File: src/rtl/xor_shift_pkg.sv
// Shared types, constants and the 4-bit rotate helper for the xor_shift
// nibble-hash stage and its sequencer.
package xor_shift_pkg;

    typedef logic [31:0] hword_t;
    typedef logic [3:0]  nib_t;
    typedef logic [2:0]  step_t;

    typedef enum logic [1:0] {
        IDLE = 2'd0,
        RUN  = 2'd1,
        DONE = 2'd2
    } xs_state_t;

    localparam int NIBBLES = 8;

    // Rotate a nibble left by n (mod 4); doubling the nibble lets the
    // wrapped-around bits fall out of a plain shift.
    function automatic nib_t rotl4(input nib_t v, input int n);
        logic [7:0] dbl;
        logic [1:0] r;
        r   = n[1:0];
        dbl = {v, v} << r;
        return dbl[7:4];
    endfunction

endpackage

File: src/rtl/xor_shift.sv
// Combinational xor_shift stage: rewrites nibble i of h with
// rotl4(nib[(i+1) mod 8] ^ s, i/2), leaving every other nibble untouched.
module xor_shift
    import xor_shift_pkg::*;
(
    input  hword_t h,
    input  nib_t   s,
    input  step_t  i,
    output hword_t h_modified
);

    step_t src_idx_s;
    nib_t  src_nib_s;
    nib_t  new_nib_s;

    // Select the right-hand neighbour (wrapping 7 -> 0), mix and splice it in.
    always_comb begin
        src_idx_s  = i + 3'd1;
        src_nib_s  = h[{src_idx_s, 2'b00} +: 4];
        new_nib_s  = rotl4(src_nib_s ^ s, int'(i[2:1]));
        h_modified = h;
        for (int k = 0; k < NIBBLES; k++) begin
            if (step_t'(k) == i) begin
                h_modified[4*k +: 4] = new_nib_s;
            end else begin
                h_modified[4*k +: 4] = h[4*k +: 4];
            end
        end
    end

endmodule

File: src/rtl/xor_shift_seq.sv
// Sequencer that walks one xor_shift stage over all 8 nibbles of an H word,
// ROUNDS passes per job, with valid/ready on both sides.
// Optional job abort input is enabled by defining XOR_SHIFT_SEQ_ABORT_EN.
module xor_shift_seq
    import xor_shift_pkg::*;
#(
    parameter int ROUNDS = 1
)
(
    input  logic   clk,
    input  logic   rst_n,
`ifdef XOR_SHIFT_SEQ_ABORT_EN
    input  logic   abort,
`endif
    input  logic   in_valid,
    output logic   in_ready,
    input  hword_t h_in,
    input  nib_t   s_in,
    output logic   out_valid,
    input  logic   out_ready,
    output hword_t h_out,
    output logic   busy
);

    if (ROUNDS < 1 || ROUNDS > 15) begin : g_bad_rounds
        $error("xor_shift_seq: ROUNDS must be in 1..15");
    end

    localparam logic [3:0] LAST_PASS = 4'(ROUNDS - 1);

    xs_state_t  state_q, state_d;
    hword_t     h_q, h_d;
    nib_t       s_q, s_d;
    step_t      step_q, step_d;
    logic [3:0] pass_q, pass_d;
    logic       in_ready_q, in_ready_d;
    logic       out_valid_q, out_valid_d;
    logic       busy_q, busy_d;
    hword_t     h_mod_s;
    logic       abort_s;

`ifdef XOR_SHIFT_SEQ_ABORT_EN
    assign abort_s = abort;
`else
    assign abort_s = 1'b0;
`endif

    xor_shift u_xor_shift (
        .h          (h_q),
        .s          (s_q),
        .i          (step_q),
        .h_modified (h_mod_s)
    );

    // Next-state logic; output flags are decoded from the next state so they
    // come straight out of flops.
    always_comb begin
        state_d = state_q;
        h_d     = h_q;
        s_d     = s_q;
        step_d  = step_q;
        pass_d  = pass_q;
        case (state_q)
            IDLE: begin
                // abort in IDLE only suppresses a simultaneous accept
                if (in_valid && !abort_s) begin
                    h_d     = h_in;
                    s_d     = s_in;
                    step_d  = 3'd0;
                    pass_d  = 4'd0;
                    state_d = RUN;
                end else begin
                    state_d = IDLE;
                end
            end
            RUN: begin
                if (abort_s) begin
                    step_d  = 3'd0;
                    pass_d  = 4'd0;
                    state_d = IDLE;
                end else begin
                    h_d    = h_mod_s;
                    step_d = step_q + 3'd1;
                    if (step_q == 3'd7) begin
                        pass_d = pass_q + 4'd1;
                        if (pass_q == LAST_PASS) begin
                            state_d = DONE;
                        end else begin
                            state_d = RUN;
                        end
                    end else begin
                        state_d = RUN;
                    end
                end
            end
            DONE: begin
                if (abort_s) begin
                    step_d  = 3'd0;
                    pass_d  = 4'd0;
                    state_d = IDLE;
                end else if (out_ready) begin
                    state_d = IDLE;
                end else begin
                    state_d = DONE;
                end
            end
            default: begin
                state_d = IDLE;
            end
        endcase
        in_ready_d  = (state_d == IDLE);
        out_valid_d = (state_d == DONE);
        busy_d      = (state_d != IDLE);
    end

    // State, datapath and registered handshake outputs.
    always_ff @(posedge clk or negedge rst_n) begin
        if (!rst_n) begin
            state_q     <= IDLE;
            h_q         <= 32'h0000_0000;
            s_q         <= 4'h0;
            step_q      <= 3'd0;
            pass_q      <= 4'd0;
            in_ready_q  <= 1'b1;
            out_valid_q <= 1'b0;
            busy_q      <= 1'b0;
        end else begin
            state_q     <= state_d;
            h_q         <= h_d;
            s_q         <= s_d;
            step_q      <= step_d;
            pass_q      <= pass_d;
            in_ready_q  <= in_ready_d;
            out_valid_q <= out_valid_d;
            busy_q      <= busy_d;
        end
    end

    assign in_ready  = in_ready_q;
    assign out_valid = out_valid_q;
    assign busy      = busy_q;
    assign h_out     = h_q;

endmodule

File: config.mk
export PLATFORM = sky130hd
export DESIGN_NAME = xor_shift_seq
export DESIGN_NICKNAME = d
export VERILOG_FILES = /design/src/rtl/xor_shift_pkg.sv /design/src/rtl/xor_shift.sv /design/src/rtl/xor_shift_seq.sv
export SDC_FILE = /design/constraint.sdc
export NUM_CORES = 1
export LEC_CHECK = 0
export CAP_MARGIN = 40
export CORE_ASPECT_RATIO = 1.2
export CORE_MARGIN = 3
export CORE_UTILIZATION = 49
export CTS_CLUSTER_SIZE = 8
export DETAILED_ROUTE_END_ITERATION = 12
export PLACE_DENSITY = 0.81
export RECOVER_POWER = 100
export SETUP_SLACK_MARGIN = 0.3
export SYNTH_ARGS = -nofsm -noshare
export SYNTH_HDL_FRONTEND = slang
export SYNTH_SLANG_ARGS = --single-unit
File: constraint.sdc
create_clock -name clk -period 3.4 [get_ports clk]
set_clock_uncertainty 0.2 [all_clocks]
set_input_delay 0.51 -clock clk [delete_from_list [all_inputs] [get_ports clk]]
set_output_delay 0.51 -clock clk [all_outputs]
set_load 0.02 [all_outputs]
Word-level counts from Yosys, hierarchy flattened

Cells that the tools add are included.

Flip-flop bits (word level): 48
Bits of input ports: 40
Output and inout port bits: 35

Add/subtract/negate cells: 2
Equal/unequal tests: 21
Shift operators: 2
Muxes and demuxes: 20
Bitwise logic cells: 1
Reduce and logical (&&, ||, !) cells: 17

Operators with widths:

| kind                                                                     | count |
|---|---|
| 32-bit one-hot mux with 2 select lines                                   | 1 |
| 4-bit 2-to-1 mux                                                         | 10 |
| 32-bit 2-to-1 mux                                                        | 1 |
| 32-bit by 6-bit variable part select with 4-bit output                   | 1 |
| 3-bit AND reduction                                                      | 9 |
| 2-bit by 1-bit inequality test with 1-bit output (second input constant) | 8 |
| 3-bit == test (first input constant)                                     | 4 |
| 4-bit one-hot mux with 2 select lines                                    | 1 |
| 8-bit by 2-bit left shift with 8-bit output                              | 1 |
| 2-bit by 3-bit == test with 1-bit output (first input constant)          | 2 |
| 2-bit 2-to-1 mux                                                         | 3 |
| 2-bit one-hot mux with 3 select lines                                    | 1 |
| 3-bit one-hot mux with 2 select lines                                    | 1 |
| 4-bit by 1-bit adder with 4-bit output (second input constant)           | 1 |
| 2-bit == test (second input constant)                                    | 2 |
| 2-bit zero test                                                          | 2 |
| 4-bit zero test                                                          | 1 |
| 2-bit inequality test (second input constant)                            | 2 |
| 2-bit AND reduction                                                      | 2 |
| 2-bit nonzero test                                                       | 2 |
| 4-bit bitwise XOR                                                        | 1 |
| 3-bit by 1-bit adder with 3-bit output (second input constant)           | 1 |
| 1-bit by 3-bit == test with 1-bit output (first input constant)          | 1 |
| 3-bit == test (second input constant)                                    | 1 |
| other kinds (4)                                                          | 4 |

Depth between registers and ports, before layout

Gate-level depths: netlist of run 1.

Word-level depth: 6
Depth in mapped cells: 12

Cells and area by module

Synthesis of run 1 repeated with hierarchy kept, for this count alone.

Cells, all modules: 330
Area total of the unflattened synthesis: 3150.5 sq um

By module, submodules not included:

| module        | times used | cells each | area an instance (sq um) |
|---|---|---|---|
| xor_shift_seq | 1          | 206        | 2238.4 |
| xor_shift     | 1          | 124        | 912.1 |

Worst setup path after synthesis of run 1

Ideal clock, no wire load.

Kind: register -> register
Start point: register step_q[0]
End point: register h_q[10], in the netlist h_out[10]
Setup time: 0.104 ns
Data arrival time: 2.780 ns
Required time: 3.096 ns
Setup slack: 0.316 ns
Cell stages (with the launch flop): 13
Clock period less this slack: 3.084 ns
Cell sequence: dfrtp_1 > buf_6 > buf_12 > inv_1 > ha_1 > buf_4 > buf_8 > mux2i_1 > mux4_2 > xnor2_2 > o32ai_1 > a311o_1 > o311ai_1

Cells in the longest elaborated chain, start to end: 6
Elaborated cells on any way between the ends: 9
Classes of those cells: add/sub: 1; eq/ne: 2; shift: 2; mux: 2; bitwise: 1; reduce/logical: 1

Ends and longest elaborated chain:

| item                                                   | line                 | source |
|---|---|---|
| from (decl)                                            | xor_shift_seq.sv:34  | `step_t step_q, step_d;` |
| from (signal assigned)                                 | xor_shift_seq.sv:131 | `step_q <= step_d;` |
| 3-bit by 1-bit adder with 3-bit output                 | xor_shift.sv:18      | `src_idx_s = i + 3'd1;` |
| 32-bit by 6-bit variable part select with 4-bit output | xor_shift.sv:19      | `src_nib_s = h[{src_idx_s, 2'b00} +: 4];` |
| 4-bit bitwise XOR                                      | xor_shift.sv:20      | `new_nib_s = rotl4(src_nib_s ^ s, int'(i[2:1]));` |
| 8-bit by 2-bit left shift with 8-bit output            | xor_shift_pkg.sv:23  | `dbl = {v, v} << r;` |
| 4-bit 2-to-1 mux                                       | xor_shift.sv:23      | `if (step_t'(k) == i) begin` |
| 32-bit one-hot mux with 2 select lines                 | xor_shift_seq.sv:63  | `case (state_q)` |
| to (signal assigned)                                   | xor_shift_seq.sv:120 | `h_q <= 32'h0000_0000;` |
| to (signal assigned)                                   | xor_shift_seq.sv:129 | `h_q <= h_d;` |
| to (decl)                                              | xor_shift_seq.sv:32  | `hword_t h_q, h_d;` |

Parallel ways exist; a longest one is shown, timed or not. The select of a mux whose other input is x is not followed.
A chain may end at the register's enable or synchronous reset.

Final worst setup path of run 1

Start point: register step_q[0]
End point: register h_q[7], in the netlist h_out[7]

Same word-level chain as after synthesis.

==> impl_results.md, run 1 <==
- Status: completed
- RSZ-0062 raised after global routing: false
- PortBufs: 74
- Floorplan die width: ~75 microns
- Num CTS Buffers: 5
- Global-route wire length before repair: approximately 12000 microns
- Clock Sinks: between 40 and 50
- Crit path DAT: 3100 ps
- Max Transition Viols Final: 0
- Initial antenna violation count: 0
- Hold Path Class: flop to flop
- Fin crit share: slightly above 90%
- CTS root buffer: clkbuf_8
- Clock power share: under 10%
- CTS tree: done
- Post-Route WL: 7840 microns
- Final weighted congestion in routability-driven placement: approximately 0.95
- Gr usage total: about a quarter
- Crit path from: step_q[0]
- Synth unique cells: 46
- Critical Path Sink: h_out[7]
- Post-synthesis xor/xnor area fraction: around 1.8%
- Part of the power in registers: around a quarter
- Compound-gate portion of the synthesized area: roughly a fifth
- Logic pwr share: 66.3%
- Critical path capture point type: flop
- Top cell type's share of synthesized area: between 40% and 50%
- Hold Path Cell Cnt: 1
- Max IR drop VDD: 0.666 mV
- Hold_ws: approximately 340 ps
- Share of cells above drive strength 1: under 10%
- Hold Fails Final Rpt: 0
- 1st-pass router iterations: 5
- Worst setup path class: flop to flop
- Area leader, netlist: dfrtp_1
- Via count: 2586
- Worst R2R Start: step_q[0]
- Drt wl/cell: about 19 microns
- Post-synth EDFFs: 0
- Drt drc: 0
- I/O pin total: between 70 and 80
- Post-CTS setup buffer count: 0
- Gate count of the mapped netlist: about 290
- Crit start category: flop
- Max_cap viols: 0
- Synth Area in Adders: around 3.5%
- Flops & latches, synth: 48
- P_sw: between 2000 and 2500 uW
- Post-Synth Simple-Gate Area: about 17%
- Clk slew on worst S/H paths: approximately 100 ps
- Power per cell area: roughly 1200 nW/um^2
- Largest family of logic cells by synthesized area: compound AO/OA/AOI/OAI gates
- Layout area overhead: 30.8%
- Relative slew slack: between 20% and 30%
- Setup WS post-layout: around 290 ps
- Top post-synthesis cells by area: dfrtp_1 42%, nand2_1 7.0%, mux2i_1 5.0%, o221ai_1 5.0%, ha_1 3.5%
- Buffer depth of the longest clock path: 2
- Synthesized area: about 2800 sq um
- Dpl hpwl: approximately 5700 microns
- Post-route ant nets: 0
- Required @ worst endpoint: ~3400 ps
- Switching portion of total power: about half
- Setup-failing EPs final: 0
- Tmin final: around 3100 ps
- Dominant synthesized flop cell: dfrtp_1
- Yosys warns: 0
- Worst-path fanout max: 9
- RR Endpoint: h_out[7]
- Least-Margin Pin Slew: 1170 ps
- Worst-Skew Late Latency: 310 ps
- H-Tree Depth: 2
- Vias per cell: 6.14
- Post-synthesis sequential area ratio: a little over two fifths
- Nets: 406
- R2r worst-path depth: 8
- Commonest non-fill, non-tap cells in the layout: 53 x nand2_1, 47 x dfrtp_1, 37 x dlygate4sd3_1, 37 x clkdlybuf4s50_1, 19 x nand3_1
- Site Rows: 29
- Fin area: 3690 sq um
- Setup TNS: 0 ps
- Syn_nets: 337
- Commonest non-fill, non-tap cell in the layout: nand2_1
- Chip Height: around 89 microns
- FMAX: between 0.3 and 0.4 GHz
- Largest net degree at the start of global routing: 40
- Antenna Cells: 0
- # placed instances: about 400
- Vias in the first global route: around 2500
- Drt initial violations: 242
- R2r setup slk: slightly below 300 ps
- Mux share of post-synthesis cell area: around 8.9%
- DP Area: approximately 3600 sq um
- Int Power: ~2200 uW
- Setup WS pre-CTS: 162 ps
- P_leak: roughly 0.0016 uW
- Synthesized area per cell: 9.77 sq um
- Async SR Flop Fraction: 100%
- Die area: 6710 sq um
- GRT Residual Overflow: 0
- Post-Layout Cell Count: around 420
- Initial Util: 51.9%
- Core area: around 5400 sq um
## timing repair
item                                    4_1_cts  5_1_grt
hold buffers                                  1        0
resized for setup                             6        4
hold endpoints to repair                     19        0
endpoints found under the setup margin       32       25
## synth_stat cells, types with 2 or more instances
cell type / instances
o32ai_1: 3
nor2b_1: 10
clkbuf_1: 12
dfrtp_1: 47
o221ai_1: 16
mux4_2: 2
mux2i_1: 14
a22o_1: 3
ha_1: 8
xnor2_2: 2
nand3_1: 19
o41ai_1: 2
nor2_1: 7
buf_1: 4
or2_2: 3
or3_1: 3
o21ai_0: 9
inv_1: 7
xor2_1: 2
nor3_1: 3
nand2b_1: 2
a22oi_1: 5
mux2_2: 6
o311ai_2: 3
a21oi_1: 10
nand2_1: 53
a21o_1: 7
o311ai_1: 9
## layer usage
metal / track usage, % / wire [microns] / vias to the layer above
met3: 4.61 / 426 / 16
li1: - / - / 1210
met1: 31.8 / 3280 / 1245
met4: 8.27 / 204 / 0
met2: 40.7 / 3930 / 115
met5: 0 / 0 / -
## power groups by stage
stage | Combinational (uW) | Sequential (uW) | Clock, uW
global route | 3130 | 1180 | 369
finish | 2930 | 1140 | 348
floorplan | 1820 | 1290 | 0
detailed placement | 2950 | 1150 | 0
global placement | 2870 | 1150 | 0
CTS | 2990 | 1140 | 350
## worst min path at each step
stage	end	slack (ps)	start
6_report	out_valid	340	pass_q[3]
3_5_place_dp	busy	300	rst_n
2_1_floorplan	busy	10	rst_n
3_3_place_gp	h_out[27]	300	h_out[27]
4_1_cts	h_out[7]	330	h_out[7]
5_1_grt	h_out[27]	360	h_out[27]
## worst max-delay path: stages (launching register included)
cell and delay (ps):
dfrtp_1 460, inv_1 150, ha_4 370, mux2i_1 100, mux4_2 530, xnor2_2 220, o22ai_1 140, a221o_1 460
o311ai_0 360
## logic make-up (layout without fill, tap and decap cells)
kind of cell,Yosys count,after routing
AOI/OAI and AO/OA,75,75
DFF,48,48
xor gates and xnor gates,4,4
and+or+nand+nor,105,105
muxes,22,22
adders and majority gates,8,8
buffers and inverters,27,97
## flip-flops by register name, summed over array words and instances, names as in the netlist
signal and cells:
pass_q 4, h_out 32, busy 1, step_q 3
s_q 4, in_ready 1, out_valid 1, state_q 2
## cell type report
| cell class | instances | area (sq um) |
|---|---|---|
| timing repair buffer | 82 | 806 |
| sequential | 48 | 1200 |
| multi-input combinational | 214 | 1500 |
| tap | 62 | 77.6 |
| clock inverter | 3 | 18.8 |
| inverter | 7 | 26.3 |
| fill | 438 | 1750 |
| clock buffer | 5 | 68.8 |
## metrics by stage
stage / util [%] / total power [uW]
after CTS: 67.9 / 4490
after floorplan: - / 3110
final: 67.9 / 4420
after detailed placement: 65.9 / 4100
after global placement: 65.6 / 4020
after global routing: 67.9 / 4680
No activity file was read; power rests on OpenSTA's default activity.
==> inputs of run 2 (changes only) <==
--- a/config.mk
+++ b/config.mk
@@ -9,9 +9,10 @@
 export CORE_ASPECT_RATIO = 1.2
 export CORE_MARGIN = 3
-export CORE_UTILIZATION = 49
+export CORE_UTILIZATION = 44
 export CTS_CLUSTER_SIZE = 8
 export DETAILED_ROUTE_END_ITERATION = 12
-export PLACE_DENSITY = 0.81
+export PLACE_DENSITY = 0.76
 export RECOVER_POWER = 100
+export REMOVE_ABC_BUFFERS = 1
 export SETUP_SLACK_MARGIN = 0.3
 export SYNTH_ARGS = -nofsm -noshare
==> constraint.sdc (replaced) <==
create_clock -name clk -period 2.7 [get_ports clk]
set_clock_uncertainty 0.2 [all_clocks]
set_input_delay 0.405 -clock clk [delete_from_list [all_inputs] [get_ports clk]]
set_output_delay 0.405 -clock clk [all_outputs]
set_load 0.01 [all_outputs]
==> impl_results.md, run 2 (synthesized netlist as in run 1, its figures left out) <==
- Commonest non-fill, non-tap cell in the layout: nand2_1 (unchanged)
- Hold Fails Final Rpt: 0 (unchanged)
- Most crowded layer after global routing: met2 (unchanged)
- PortBufs: 74 (unchanged)
- Drt initial violations: 253 (was 242)
- FMAX: 0.351 GHz (was 0.321 GHz)
- 1st-pass router iterations: 4 (was 5)
- Post-route ant nets: 0 (unchanged)
- GRT Residual Overflow: 0 (unchanged)
- Crit path DAT: 2850 ps (was 3100 ps)
- I/O pin total: 75 (unchanged)
- Vias per cell: 5.87 (was 6.14)
- Final weighted congestion in routability-driven placement: 0.893 (was 0.948)
- Nets: 437 (was 406)
- Required @ worst endpoint: 2710 ps (was 3390 ps)
- Status: complete, but fails checks (was completed)
- Max_cap viols: 0 (unchanged)
- Largest net degree at the start of global routing: 26 (was 40)
- Clk slew on worst S/H paths: 90 ps (was 100 ps)
- Die area: 7420 sq um (was 6710 sq um)
- Vias in the first global route: 2808 (was 2549)
- Relative slew slack: 7.23% (was 21.8%)
- Dpl hpwl: 6120 microns (was 5720 microns)
- Gr usage total: 24.5% (about the same)
- Setup-failing EPs final: 29 (was 0)
- Fin crit share: 105% (was 91.5%)
- H-Tree Depth: 2 (unchanged)
- Initial Util: 46.1% (was 51.9%)
- M2 GR Usage: 42.8% (was 40.7%)
- Commonest non-fill, non-tap cells in the layout: 53 x nand2_1, 48 x clkdlybuf4s50_1, 47 x dfrtp_1, 28 x buf_4, 26 x dlygate4sd3_1 (was 53 x nand2_1, 47 x dfrtp_1, 37 x dlygate4sd3_1, 37 x clkdlybuf4s50_1, 19 x nand3_1)
- Max Transition Viols Final: 0 (unchanged)
- Antenna Cells: 0 (unchanged)
- Site Rows: 31 (was 29)
- Num CTS Buffers: 5 (unchanged)
- RR Endpoint: h_out[1] (was h_out[7])
- Layout filler cell count: 467 (was 438)
- Share of cells above drive strength 1: 25.9% (was 9.47%)
- Tmin final: 2850 ps (was 3110 ps)
- Buffer depth of the longest clock path: 2 (unchanged)
- DP Area: 3770 sq um (was 3590 sq um)
- Worst setup path class: flop to flop (unchanged)
- Least-Margin Pin Slew: 1390 ps (was 1170 ps)
- R2r worst-path depth: 11 (was 8)
- CTS tree: done (unchanged)
- R2r setup slk: -150 ps (was 290 ps)
- Via count: 2770 (was 2586)
- Setup WS post-layout: -146 ps (was 289 ps)
- Layout area overhead: 52.0% (was 30.8%)
- Worst R2R Start: step_q[1] (was step_q[0])
- Fin area: 4290 sq um (was 3690 sq um)
- Initial antenna violation count: 0 (unchanged)
- Core area: 6130 sq um (was 5440 sq um)
- Crit start category: flop (unchanged)
- CTS root buffer: clkbuf_8 (unchanged)
- Crit path from: step_q[1] (was step_q[0])
- Drt drc: 0 (unchanged)
- Worst-path fanout max: 8 (was 9)
- Worst Hold Launch: h_out[23] (was pass_q[3])
- GRT met1 Usage: 31.4% (was 31.8%)
- Chip Height: 93.8 microns (was 89.2 microns)
- Floorplan die width: 79.1 microns (was 75.3 microns)
- GR Util met3: 3.26% (was 4.61%)
- Critical Path Sink: h_out[1] (was h_out[7])
- Global-route wire length before repair: 14200 microns (was 12500 microns)
- Clock Sinks: 48 (unchanged)
- Post-Route WL: 9120 microns (was 7840 microns)
- Max reg flops: 32 (unchanged)
- Worst-Skew Late Latency: 310 ps (about the same)
- RSZ-0062 raised after global routing: true (was false)
- Critical path capture point type: flop (unchanged)
- Hold Path Class: flop to flop (unchanged)
- Failing checks: setup timing
- Drt wl/cell: 19.3 microns (was 18.6 microns)
## run 2: cell count changes in the layout (fill, tap and decap cells not counted), sizes merged
cell,change
dlygate4sd3,-11
clkbuf,+3
buf,+30
clkinvlp,+1
clkinv,-3
clkdlybuf4s50,+11
## run 2: timing repair
action / CTS / global route
hold buffers: 1 / 0
setup buffers: 8 / 2
setup endpoints to repair: 32 / 32
hold endpoints to repair: 23 / 0
pin swaps: 24 / 15
resized for setup: 43 / 20
## run 2: per-stage QoR
stage / TNS (ps) / cells / hold WS (ps) / worst slack (ps) / util, %
final: -2180 / 472 / 326 / -146 / 70.0
after global routing: -7000 / 472 / 348 / -253 / 70.0
after CTS: -690 / 470 / 333 / -84.8 / 67.7
after detailed placement: -6300 / 453 / 243 / -300 / 61.5
after global placement: -4590 / 453 / 235 / -237 / 61.5
after floorplan: -17000 / 269 / -90.6 / -603 / -
## run 2: routing by layer
layer,vias to the layer above,share of wire [%],wire length [microns]
met5,-,0,0
li1,1276,-,-
met4,0,2.8,255
met3,24,5.2,478
met1,1353,40,3630
met2,117,52,4760
## run 2: worst min path at each step
stage | end | slack [ps] | cells after the start
after global routing | h_out[23] | 350 | 2
after global placement | state_q[0] | 230 | 1
after detailed placement | state_q[0] | 240 | 1
after floorplan | busy | -90 | 0
final | h_out[23] | 330 | 2
after CTS | h_out[23] | 330 | 2
## run 2: worst max-delay path, stage by stage, from the launching register on
cell       delay [ps]
dfrtp_1           410
inv_2              90
ha_4              210
buf_6             130
buf_4             130
buf_4             150
nor2b_2           160
a2bb2oi_2         160
and3b_2           270
o32ai_2           100
a311o_2           480
o311ai_2          280
## run 2: final cells by class
type / instances / area (sq um) / share of cell area (%)
Inverter: 7 / 26.3 / 0.612
Tap cell: 82 / 103 / 2.39
Clock inverter: 1 / 7.51 / 0.175
Multi-Input combinational cell: 214 / 1810 / 42.1
Timing Repair Buffer: 113 / 1060 / 24.7
Clock buffer: 7 / 86.3 / 2.01
Sequential cell: 48 / 1200 / 28.0
Power of run 2 is left out: the tool's default activity adds up to more than one toggle a clock period on the data nets, which glitch-free logic cannot reach.
==> inputs of run 3 (changes only) <==
Settings changed: SETUP_SLACK_MARGIN 0.3 to 0.2.
==> results of run 3 <==
The final DEF is identical to that of run 2; final timing and power are the same.
Power of run 3 is left out for the same reason.
